### src/rtl/seq_alu_mc_pkg.sv
// Shared opcode constants and FSM state type for the multi-cycle ALU.
package seq_alu_mc_pkg;

    localparam int unsigned ALU_OPRN_INDEX_LIMIT = 3;

    localparam logic [ALU_OPRN_INDEX_LIMIT:0] ALU_OPRN_ADD  = 4'h1;
    localparam logic [ALU_OPRN_INDEX_LIMIT:0] ALU_OPRN_SUB  = 4'h2;
    localparam logic [ALU_OPRN_INDEX_LIMIT:0] ALU_OPRN_MUL  = 4'h3;
    localparam logic [ALU_OPRN_INDEX_LIMIT:0] ALU_OPRN_SRL  = 4'h4;
    localparam logic [ALU_OPRN_INDEX_LIMIT:0] ALU_OPRN_SLL  = 4'h5;
    localparam logic [ALU_OPRN_INDEX_LIMIT:0] ALU_OPRN_AND  = 4'h6;
    localparam logic [ALU_OPRN_INDEX_LIMIT:0] ALU_OPRN_OR   = 4'h7;
    localparam logic [ALU_OPRN_INDEX_LIMIT:0] ALU_OPRN_NOR  = 4'h8;
    localparam logic [ALU_OPRN_INDEX_LIMIT:0] ALU_OPRN_SLT  = 4'h9;
    localparam logic [ALU_OPRN_INDEX_LIMIT:0] ALU_OPRN_DIVU = 4'hA;

    typedef enum logic [1:0] {
        StIdle = 2'd0,
        StExec = 2'd1,
        StIter = 2'd2
    } alu_state_e;

endpackage

### src/rtl/seq_alu_mc_iter_muldiv.sv
// Iterative unsigned shift-add multiplier / restoring divider, one bit per cycle.
// The first step is folded into the load so the result is ready WIDTH cycles after start.
module seq_alu_mc_iter_muldiv #(
    parameter int unsigned WIDTH = 32
) (
    input  logic             clk_i,
    input  logic             rst_i,
    input  logic             start_i,
    input  logic             mode_i,   // 0: multiply, 1: divide
    input  logic [WIDTH-1:0] op_a_i,
    input  logic [WIDTH-1:0] op_b_i,
    output logic             done_o,
    output logic [WIDTH-1:0] hi_o,
    output logic [WIDTH-1:0] lo_o
);

    localparam int unsigned CntW = $clog2(WIDTH) + 1;
    localparam logic [CntW-1:0] CntLast = CntW'(WIDTH);

    logic [WIDTH-1:0] hi_q, lo_q, opd_q;
    logic             mode_q, run_q;
    logic [CntW-1:0]  cnt_q;

    logic             cur_mode;
    logic [WIDTH-1:0] cur_hi, cur_lo, cur_opd;
    logic [2*WIDTH-1:0] step_res;

    // hi:lo is the product accumulator (mul) or remainder:quotient shifter (div).
    function automatic logic [2*WIDTH-1:0] step(input logic div,
                                                 input logic [WIDTH-1:0] hi,
                                                 input logic [WIDTH-1:0] lo,
                                                 input logic [WIDTH-1:0] opd);
        logic [WIDTH:0]   sum;
        logic [WIDTH:0]   shifted;
        logic [WIDTH-1:0] rem;
        if (!div) begin
            sum  = {1'b0, hi} + (lo[0] ? {1'b0, opd} : '0);
            step = {sum, lo[WIDTH-1:1]};
        end else begin
            shifted = {hi, lo[WIDTH-1]};
            rem     = shifted[WIDTH-1:0] - opd;
            if (shifted >= {1'b0, opd}) begin
                step = {rem, lo[WIDTH-2:0], 1'b1};
            end else begin
                step = {shifted[WIDTH-1:0], lo[WIDTH-2:0], 1'b0};
            end
        end
    endfunction

    always_comb begin
        cur_mode = mode_q;
        cur_hi   = hi_q;
        cur_lo   = lo_q;
        cur_opd  = opd_q;
        if (start_i) begin
            cur_mode = mode_i;
            cur_hi   = '0;
            cur_lo   = mode_i ? op_a_i : op_b_i;
            cur_opd  = mode_i ? op_b_i : op_a_i;
        end
        step_res = step(cur_mode, cur_hi, cur_lo, cur_opd);
    end

    assign done_o = run_q && (cnt_q == CntLast);
    assign hi_o   = hi_q;
    assign lo_o   = lo_q;

    always_ff @(posedge clk_i) begin
        if (rst_i) begin
            hi_q   <= '0;
            lo_q   <= '0;
            opd_q  <= '0;
            mode_q <= 1'b0;
            run_q  <= 1'b0;
            cnt_q  <= '0;
        end else if (start_i) begin
            {hi_q, lo_q} <= step_res;
            opd_q        <= cur_opd;
            mode_q       <= mode_i;
            run_q        <= 1'b1;
            cnt_q        <= CntW'(1);
        end else if (run_q) begin
            if (done_o) begin
                run_q <= 1'b0;
            end else begin
                {hi_q, lo_q} <= step_res;
                cnt_q        <= cnt_q + CntW'(1);
            end
        end
    end

endmodule

### src/rtl/seq_alu_mc.sv
// Multi-cycle ALU with START/BUSY/DONE handshake; single-cycle ops plus iterative mul/divu.
module seq_alu_mc
    import seq_alu_mc_pkg::*;
#(
    parameter int unsigned WIDTH   = 32,
    parameter int unsigned SHAMT_W = $clog2(WIDTH)
) (
    input  logic             CLK,
    input  logic             RST,
    input  logic             START,
    input  logic [3:0]       OPRN,
    input  logic [WIDTH-1:0] OP1,
    input  logic [WIDTH-1:0] OP2,
    output logic [WIDTH-1:0] OUT,
    output logic [WIDTH-1:0] HI,
    output logic             ZERO,
    output logic             BUSY,
    output logic             DONE,
    output logic             DIV_ZERO
);

    alu_state_e state_q, state_d;

    logic [WIDTH-1:0] out_q, hi_q;
    logic             zero_q, dz_q, dz_pend_q;

    logic             accept, is_iter_op, is_div, shift_oob;
    logic [WIDTH-1:0] alu_res;
    logic             md_done;
    logic [WIDTH-1:0] md_hi, md_lo;

    assign accept     = START && (state_q == StIdle);
    assign is_div     = (OPRN == ALU_OPRN_DIVU);
    assign is_iter_op = (OPRN == ALU_OPRN_MUL) || is_div;
    // WIDTH is a power of two, so OP2 >= WIDTH exactly when any bit above the shamt field is set.
    assign shift_oob  = |OP2[WIDTH-1:SHAMT_W];

    always_comb begin
        alu_res = '0;
        case (OPRN)
            ALU_OPRN_ADD: alu_res = OP1 + OP2;
            ALU_OPRN_SUB: alu_res = OP1 - OP2;
            ALU_OPRN_SRL: alu_res = shift_oob ? '0 : (OP1 >> OP2[SHAMT_W-1:0]);
            ALU_OPRN_SLL: alu_res = shift_oob ? '0 : (OP1 << OP2[SHAMT_W-1:0]);
            ALU_OPRN_AND: alu_res = OP1 & OP2;
            ALU_OPRN_OR:  alu_res = OP1 | OP2;
            ALU_OPRN_NOR: alu_res = ~(OP1 | OP2);
            ALU_OPRN_SLT: alu_res = {{(WIDTH-1){1'b0}}, $signed(OP1) < $signed(OP2)};
            default:      alu_res = '0;
        endcase
    end

    always_comb begin
        state_d = state_q;
        unique case (state_q)
            StIdle:  if (START) state_d = is_iter_op ? StIter : StExec;
            StExec:  state_d = StIdle;
            StIter:  if (md_done) state_d = StExec;
            default: state_d = StIdle;
        endcase
    end

    seq_alu_mc_iter_muldiv #(
        .WIDTH(WIDTH)
    ) u_iter_muldiv (
        .clk_i  (CLK),
        .rst_i  (RST),
        .start_i(accept && is_iter_op),
        .mode_i (is_div),
        .op_a_i (OP1),
        .op_b_i (OP2),
        .done_o (md_done),
        .hi_o   (md_hi),
        .lo_o   (md_lo)
    );

    // Results are loaded on the edge that enters StExec, so they appear with DONE.
    always_ff @(posedge CLK) begin
        if (RST) begin
            state_q   <= StIdle;
            out_q     <= '0;
            hi_q      <= '0;
            zero_q    <= 1'b1;
            dz_q      <= 1'b0;
            dz_pend_q <= 1'b0;
        end else begin
            state_q <= state_d;
            if (accept && !is_iter_op) begin
                out_q  <= alu_res;
                hi_q   <= '0;
                zero_q <= ~|alu_res;
                dz_q   <= 1'b0;
            end
            if (accept && is_iter_op) begin
                dz_pend_q <= is_div && ~|OP2;
            end
            if ((state_q == StIter) && md_done) begin
                out_q  <= md_lo;
                hi_q   <= md_hi;
                zero_q <= ~|md_lo;
                dz_q   <= dz_pend_q;
            end
        end
    end

    assign OUT      = out_q;
    assign HI       = hi_q;
    assign ZERO     = zero_q;
    assign DIV_ZERO = dz_q;
    assign BUSY     = (state_q != StIdle);
    assign DONE     = (state_q == StExec);

endmodule
### config.mk
export PLATFORM = sky130hd
export DESIGN_NAME = seq_alu_mc
export DESIGN_NICKNAME = d
export VERILOG_FILES = /design/src/rtl/seq_alu_mc_pkg.sv /design/src/rtl/seq_alu_mc_iter_muldiv.sv /design/src/rtl/seq_alu_mc.sv
export SDC_FILE = /design/constraint.sdc
export NUM_CORES = 1
export LEC_CHECK = 0
export ABC_AREA = 1
export CAP_MARGIN = 20
export CELL_PAD_IN_SITES_DETAIL_PLACEMENT = 1
export CELL_PAD_IN_SITES_GLOBAL_PLACEMENT = 1
export CORE_MARGIN = 5
export CORE_UTILIZATION = 42
export CTS_BUF_LIST = sky130_fd_sc_hd__clkbuf_8 sky130_fd_sc_hd__clkbuf_16
export DETAILED_ROUTE_END_ITERATION = 7
export MAX_ROUTING_LAYER = met4
export PLACE_DENSITY = 0.87
export RECOVER_POWER = 100
export REMOVE_ABC_BUFFERS = 1
export SLEW_MARGIN = 20
export SYNTH_ARGS = -nofsm -noshare
export SYNTH_HDL_FRONTEND = slang
export SYNTH_HIERARCHICAL = 1
export SYNTH_SLANG_ARGS = --single-unit
### constraint.sdc
create_clock -name CLK -period 4.6 [get_ports CLK]
set_input_delay 0.92 -clock CLK [delete_from_list [all_inputs] [get_ports CLK]]
set_output_delay 0.92 -clock CLK [all_outputs]
set_load 0.02 [all_outputs]
==> flow_metrics.py, run 1 <==
metrics = {
    "placement": {
        "gp_congestion": 1.06,
        "portBuffers": 138,
        "hpwl_um": 115000,
    },
    "logic_synthesis": {
        "synth_edf_count": 0,
        "synth-xor-area-share": 0.00890,
        "ys_seq_area_frac": 0.147,
        "synth_fa_ha_area_frac": 0.0988,
        "synthFlopType": "dfxtp_1",
        "async_flop_share": 0,
        "synth_top_family_by_area": "simple AND/OR/NAND/NOR gates",
        "synth_compound_area_frac": 0.132,
        "ys_types": 50,
        "synth_cells": 4435,
        "synth_seq_cells": 173,
        "syn_area_per_cell_um2": 5.32,
        "yosys.area_share.simple": 0.478,
        "synth_warnings": 6,
        "synthMuxAreaShare": 0,
        "syn_area_mm2": 0.0236,
    },
    "floorplan": {
        "die_h_um": 247,
        "io_pins": 139,
        "placementRows": 87,
        "initial_core_util": 0.421,
        "die_w_um": 247,
    },
    "outcome": {
        "first-error": "[ERROR GRT-0232] Routing congestion too high. Check the congestion heatmap in the GUI.",
        "status": "did not finish",
        "stop_stage": "global routing",
    },
    "cts": {
        "hold_buffers": 0,
        "clockBufferDepth": 2,
        "cts_sinks": 173,
        "htree_levels": 4,
        "clockRootBuffer": "clkbuf_16",
        "numCtsBuffers": 17,
    },
    "grt": {
        "grt_max_degree": 71,
        "overflow": 10,
        "antenna_found_initial": 20,
        "grt_util_all_layers": 0.705,
    },
    "sta": {
        "worstEpCategory": "register data pin",
        "repair-timing-grt-worst-ep": "u_iter_muldiv/hi_o[21]$_SDFFE_PP0P_/D",
    },
}
metal layers:
layer | GRT overflow | GRT usage
met5 | - | -
met4 | 5 | 0.719
met3 | 1 | 0.489
met2 | 4 | 0.891
met1 | 0 | 0.679
repair_timing:
action                                  in CTS
buffers inserted                             2
endpoints found under the hold margin        0
endpoints found under the setup margin       6
resized for setup                           22
pin swaps                                    2
cloned                                       1
synthesized netlist by cell type (7+ instances only):
cell,instances,area share
and2_1,7,0.0019
nor4_1,11,0.0029
inv_2,10,0.0016
o22ai_1,17,0.0045
buf_6,16,0.0076
buf_1,9,0.0014
nand3_1,569,0.12
o21ai_0,192,0.041
o21ai_1,24,0.0051
o211ai_1,45,0.014
dfxtp_1,173,0.15
buf_2,66,0.014
nand2_1,1510,0.24
ha_1,180,0.095
xor2_1,22,0.0082
a21oi_1,219,0.046
o21bai_1,10,0.0032
buf_4,7,0.0022
a31oi_1,34,0.0090
nand3b_1,11,0.0035
nand4_1,49,0.013
nand2_2,24,0.0064
a221oi_1,9,0.0033
inv_1,590,0.094
nor3_1,35,0.0074
nor2_2,12,0.0032
clkbuf_1,83,0.013
nor2_1,451,0.072
through the flow:
stage	std cells	hold slack, ps	area [um2]	setup TNS (ps)	worst slack, ps
3_5_place_dp	5737	460	29800	-9840	-577
3_3_place_gp	5737	447	29800	-3180	-347
2_1_floorplan	4249	436	22700	-473080	-5680
4_1_cts	5772	476	30500	0	12.3
kinds of logic after synthesis:
logic type / count (synthesis)
AOI/OAI and AO/OA: 566
DFF: 173
and+or+nand+nor: 2697
adders and majority gates: 184
buffers and inverters: 791
xor gates and xnor gates: 24
==> run 2, diff against run 1 <==
--- a/config.mk
+++ b/config.mk
@@ -7,14 +7,10 @@
 export LEC_CHECK = 0
 export ABC_AREA = 1
 export CAP_MARGIN = 20
-export CELL_PAD_IN_SITES_DETAIL_PLACEMENT = 1
-export CELL_PAD_IN_SITES_GLOBAL_PLACEMENT = 1
 export CORE_MARGIN = 5
-export CORE_UTILIZATION = 42
-export CTS_BUF_LIST = sky130_fd_sc_hd__clkbuf_8 sky130_fd_sc_hd__clkbuf_16
+export CORE_UTILIZATION = 40
 export DETAILED_ROUTE_END_ITERATION = 7
-export MAX_ROUTING_LAYER = met4
-export PLACE_DENSITY = 0.87
+export PLACE_DENSITY_LB_ADDON = 0.15
 export RECOVER_POWER = 100
 export REMOVE_ABC_BUFFERS = 1
 export SLEW_MARGIN = 20
==> flow_metrics.py, run 2 <==
metrics = {
    "floorplan": {
        "placementRows": 89,
        "core_area_mm2": 0.0588,
        "die_h_um": 253,
        "io_pins": 139,
        "initial_core_util": 0.402,
        "die_area_mm2": 0.0640,
        "die_w_um": 253,
    },
    "logic_synthesis": {
        "syn_area_per_cell_um2": 5.32,
        "ys_types": 50,
        "synth.cells.most_frequent": "nand2_1, inv_1, nand3_1, nor2_1, a21oi_1",
        "syn_area_mm2": 0.0236,
        "ys_seq_area_frac": 0.147,
        "yosysMostFrequentCell": "nand2_1",
        "yosysTopAreaCell": "nand2_1",
        "synth_area_leaders": "nand2_1, dfxtp_1, nand3_1",
        "async_flop_share": 0,
        "synth_edf_count": 0,
        "synthFlopType": "dfxtp_1",
        "synth_warnings": 6,
        "synth_cells": 4435,
        "synth_seq_cells": 173,
        "yosysTopAreaCellShare": 0.240,
    },
    "worst_setup_path": {
        "critPathKind": "input pin to register",
        "reg2reg_slack_ps": 720,
        "end_kind": "register",
        "critPathLaunchType": "input pin",
        "cp.arrival_ps": 4780,
        "critPathRequiredTime_ps": 4950,
        "cp_common_cell": "nand2_1",
        "critPathMaxFanout": 15,
        "cp_slowest_cell": "clkdlybuf4s50_1",
        "slowest_delay_ps": 490,
    },
    "pwr": {
        "comb_power_share": 0.498,
        "p_leak_nw": 16.3,
        "power_density_mw_per_mm2": 205,
        "sw_frac_of_total": 0.438,
        "p_clk_frac": 0.245,
        "irDropWorstVdd_mv": 0.307,
        "internal_power_mw": 3.51,
        "power_frac_seq": 0.257,
        "p_sw_mw": 2.73,
    },
    "placement": {
        "portBuffers": 138,
        "hpwl_um": 105000,
        "gp_congestion": 1.06,
        "placed_cells": 5750,
    },
    "cts": {
        "clk_latency_ps": 470,
        "cts_sinks": 173,
        "cts.reportedPaths.clkPinSlew_ps": 70,
        "htree_levels": 4,
        "clockRootBuffer": "clkbuf_16",
        "numCtsBuffers": 17,
        "clockBufferDepth": 2,
        "cts_tree": "yes",
        "hold_buffers": 0,
    },
    "sta": {
        "slew_headroom": 0.126,
        "rsz0062_at_grt": "yes",
        "period_needed_ps": 4440,
        "fin_crit_sh": 0.964,
        "slew_violations": 0,
        "fin_skew_ps": 20.3,
        "tightest_slew_ps": 1300,
        "finalHoldViolCount": 0,
        "setup_viol": 0,
        "fmax_mhz": 225,
    },
    "grt": {
        "grt_pass1_wl_um": 185000,
        "grt_max_degree": 71,
        "grt_pass1_vias": 29200,
        "grt_util_all_layers": 0.382,
        "antenna_found_initial": 3,
        "overflow": 0,
    },
    "cells_and_area": {
        "fin_cells": 5789,
        "layout_common_cells": "nand2_1, inv_1, buf_4, nand3_1, nor2_1",
        "syn_to_final_growth_pct": 28.6,
        "finalNetCount": 5258,
        "layout_commonest_cell": "nand2_1",
        "utilization": 0.517,
        "layout-drive-gt1-share": 0.145,
    },
    "drt": {
        "routedWlPerCell_um": 22.2,
        "ant_nets": 0,
        "wl_um": 128000,
        "post-route-drc-count": 0,
        "viasPerCell": 5.46,
        "drtIter0Drc": 3181,
        "vias": 31600,
        "first_pass_iters": 6,
    },
    "outcome": {
        "status": "finished clean",
    },
    "hold_path": {
        "hold_path.class": "register to register",
    },
    "job": {
        "cap_violations": 0,
    },
}
==> run 2: cell counts after synthesis <==
Identical to the previous run, type by type.
==> run 2: kinds of logic (layout without fill, tap and decap cells) <==
family,count (synthesis),count (layout),share of synthesized area
AOI/OAI and AO/OA,566,566,0.132
xor gates and xnor gates,24,24,0.00890
adders and majority gates,184,184,0.0988
buffers and inverters,791,1370,0.136
DFF,173,173,0.147
other,0,2,0
and+or+nand+nor,2697,2697,0.478
==> run 2: cell type report <==
class                           instances  area [um2]
Tap cell                              773         967
Antenna cell                            2        5.00
Clock inverter                         11         135
Timing Repair Buffer                  735        6040
Inverter                              605        2280
Sequential cell                       173        3460
Clock buffer                           19         443
Fill cell                            6508       28400
Multi-Input combinational cell       3471       17000
==> run 2: timing repair <==
item,in CTS,in global routing
gates resized for setup,2,35
pin swaps,0,6
buffers inserted,0,7
setup endpoints to repair,4,33
==> run 2: power groups by stage <==
| stage | registers (mW) | clock network (mW) | logic (mW) |
|---|---|---|---|
| 2_1_floorplan | 1.62 | 0 | 1.47 |
| 3_3_place_gp | 1.63 | 0 | 3.02 |
| 3_5_place_dp | 1.63 | 0 | 3.01 |
| 4_1_cts | 1.60 | 1.55 | 3.02 |
| 5_1_grt | 1.60 | 1.60 | 3.32 |
| 6_report | 1.60 | 1.53 | 3.11 |
==> run 2: path summary, 6_finish.rpt <==
kind | startpoint | endpoint | depth (start not counted)
setup / recovery | OPRN[1] | u_iter_muldiv/hi_o[31]$_SDFFE_PP0P_ | 25
hold / removal | HI[5]$_SDFFE_PP0P_ | HI[5]$_SDFFE_PP0P_ | 2
setup reg to reg | state_q[1]$_SDFFE_PP0P_ | u_iter_muldiv/hi_o[31]$_SDFFE_PP0P_ | 21
hold reg to reg | HI[5]$_SDFFE_PP0P_ | HI[5]$_SDFFE_PP0P_ | 2
==> run 2: metal layers <==
metal | global-route usage | wire length [um] | up-vias
li1 | - | - | 15300
met4 | 0.257 | 10500 | 4
met2 | 0.635 | 58400 | 1532
met5 | 0 | 27 | -
met1 | 0.460 | 50000 | 14400
met3 | 0.0496 | 9470 | 380
==> run 2: critical path, delay by kind of cell <==
| family | cells | cell delay, ps |
|---|---|---|
| AND/OR/NAND/NOR | 14 | 1810 |
| adder cells (fa/ha/maj) | 1 | 330 |
| buffers and inverters | 6 | 1200 |
| AO/OA/AOI/OAI | 4 | 490 |
==> run 2: metrics by stage <==
stage | area [um2] | setup TNS (ps) | total power [mW] | hold slack, ps | setup slack, ps
floorplan | 22700 | -473080 | 3.10 | 436 | -5680
global placement | 29600 | -10130 | 4.65 | 450 | -540
detailed placement | 29600 | -10740 | 4.64 | 455 | -572
CTS | 30200 | 0 | 6.17 | 464 | 80.8
global route | 30400 | -139 | 6.52 | 477 | -24.8
finish | 30400 | 0 | 6.24 | 458 | 163
Note: power is estimated with default switching activity, not from simulation.
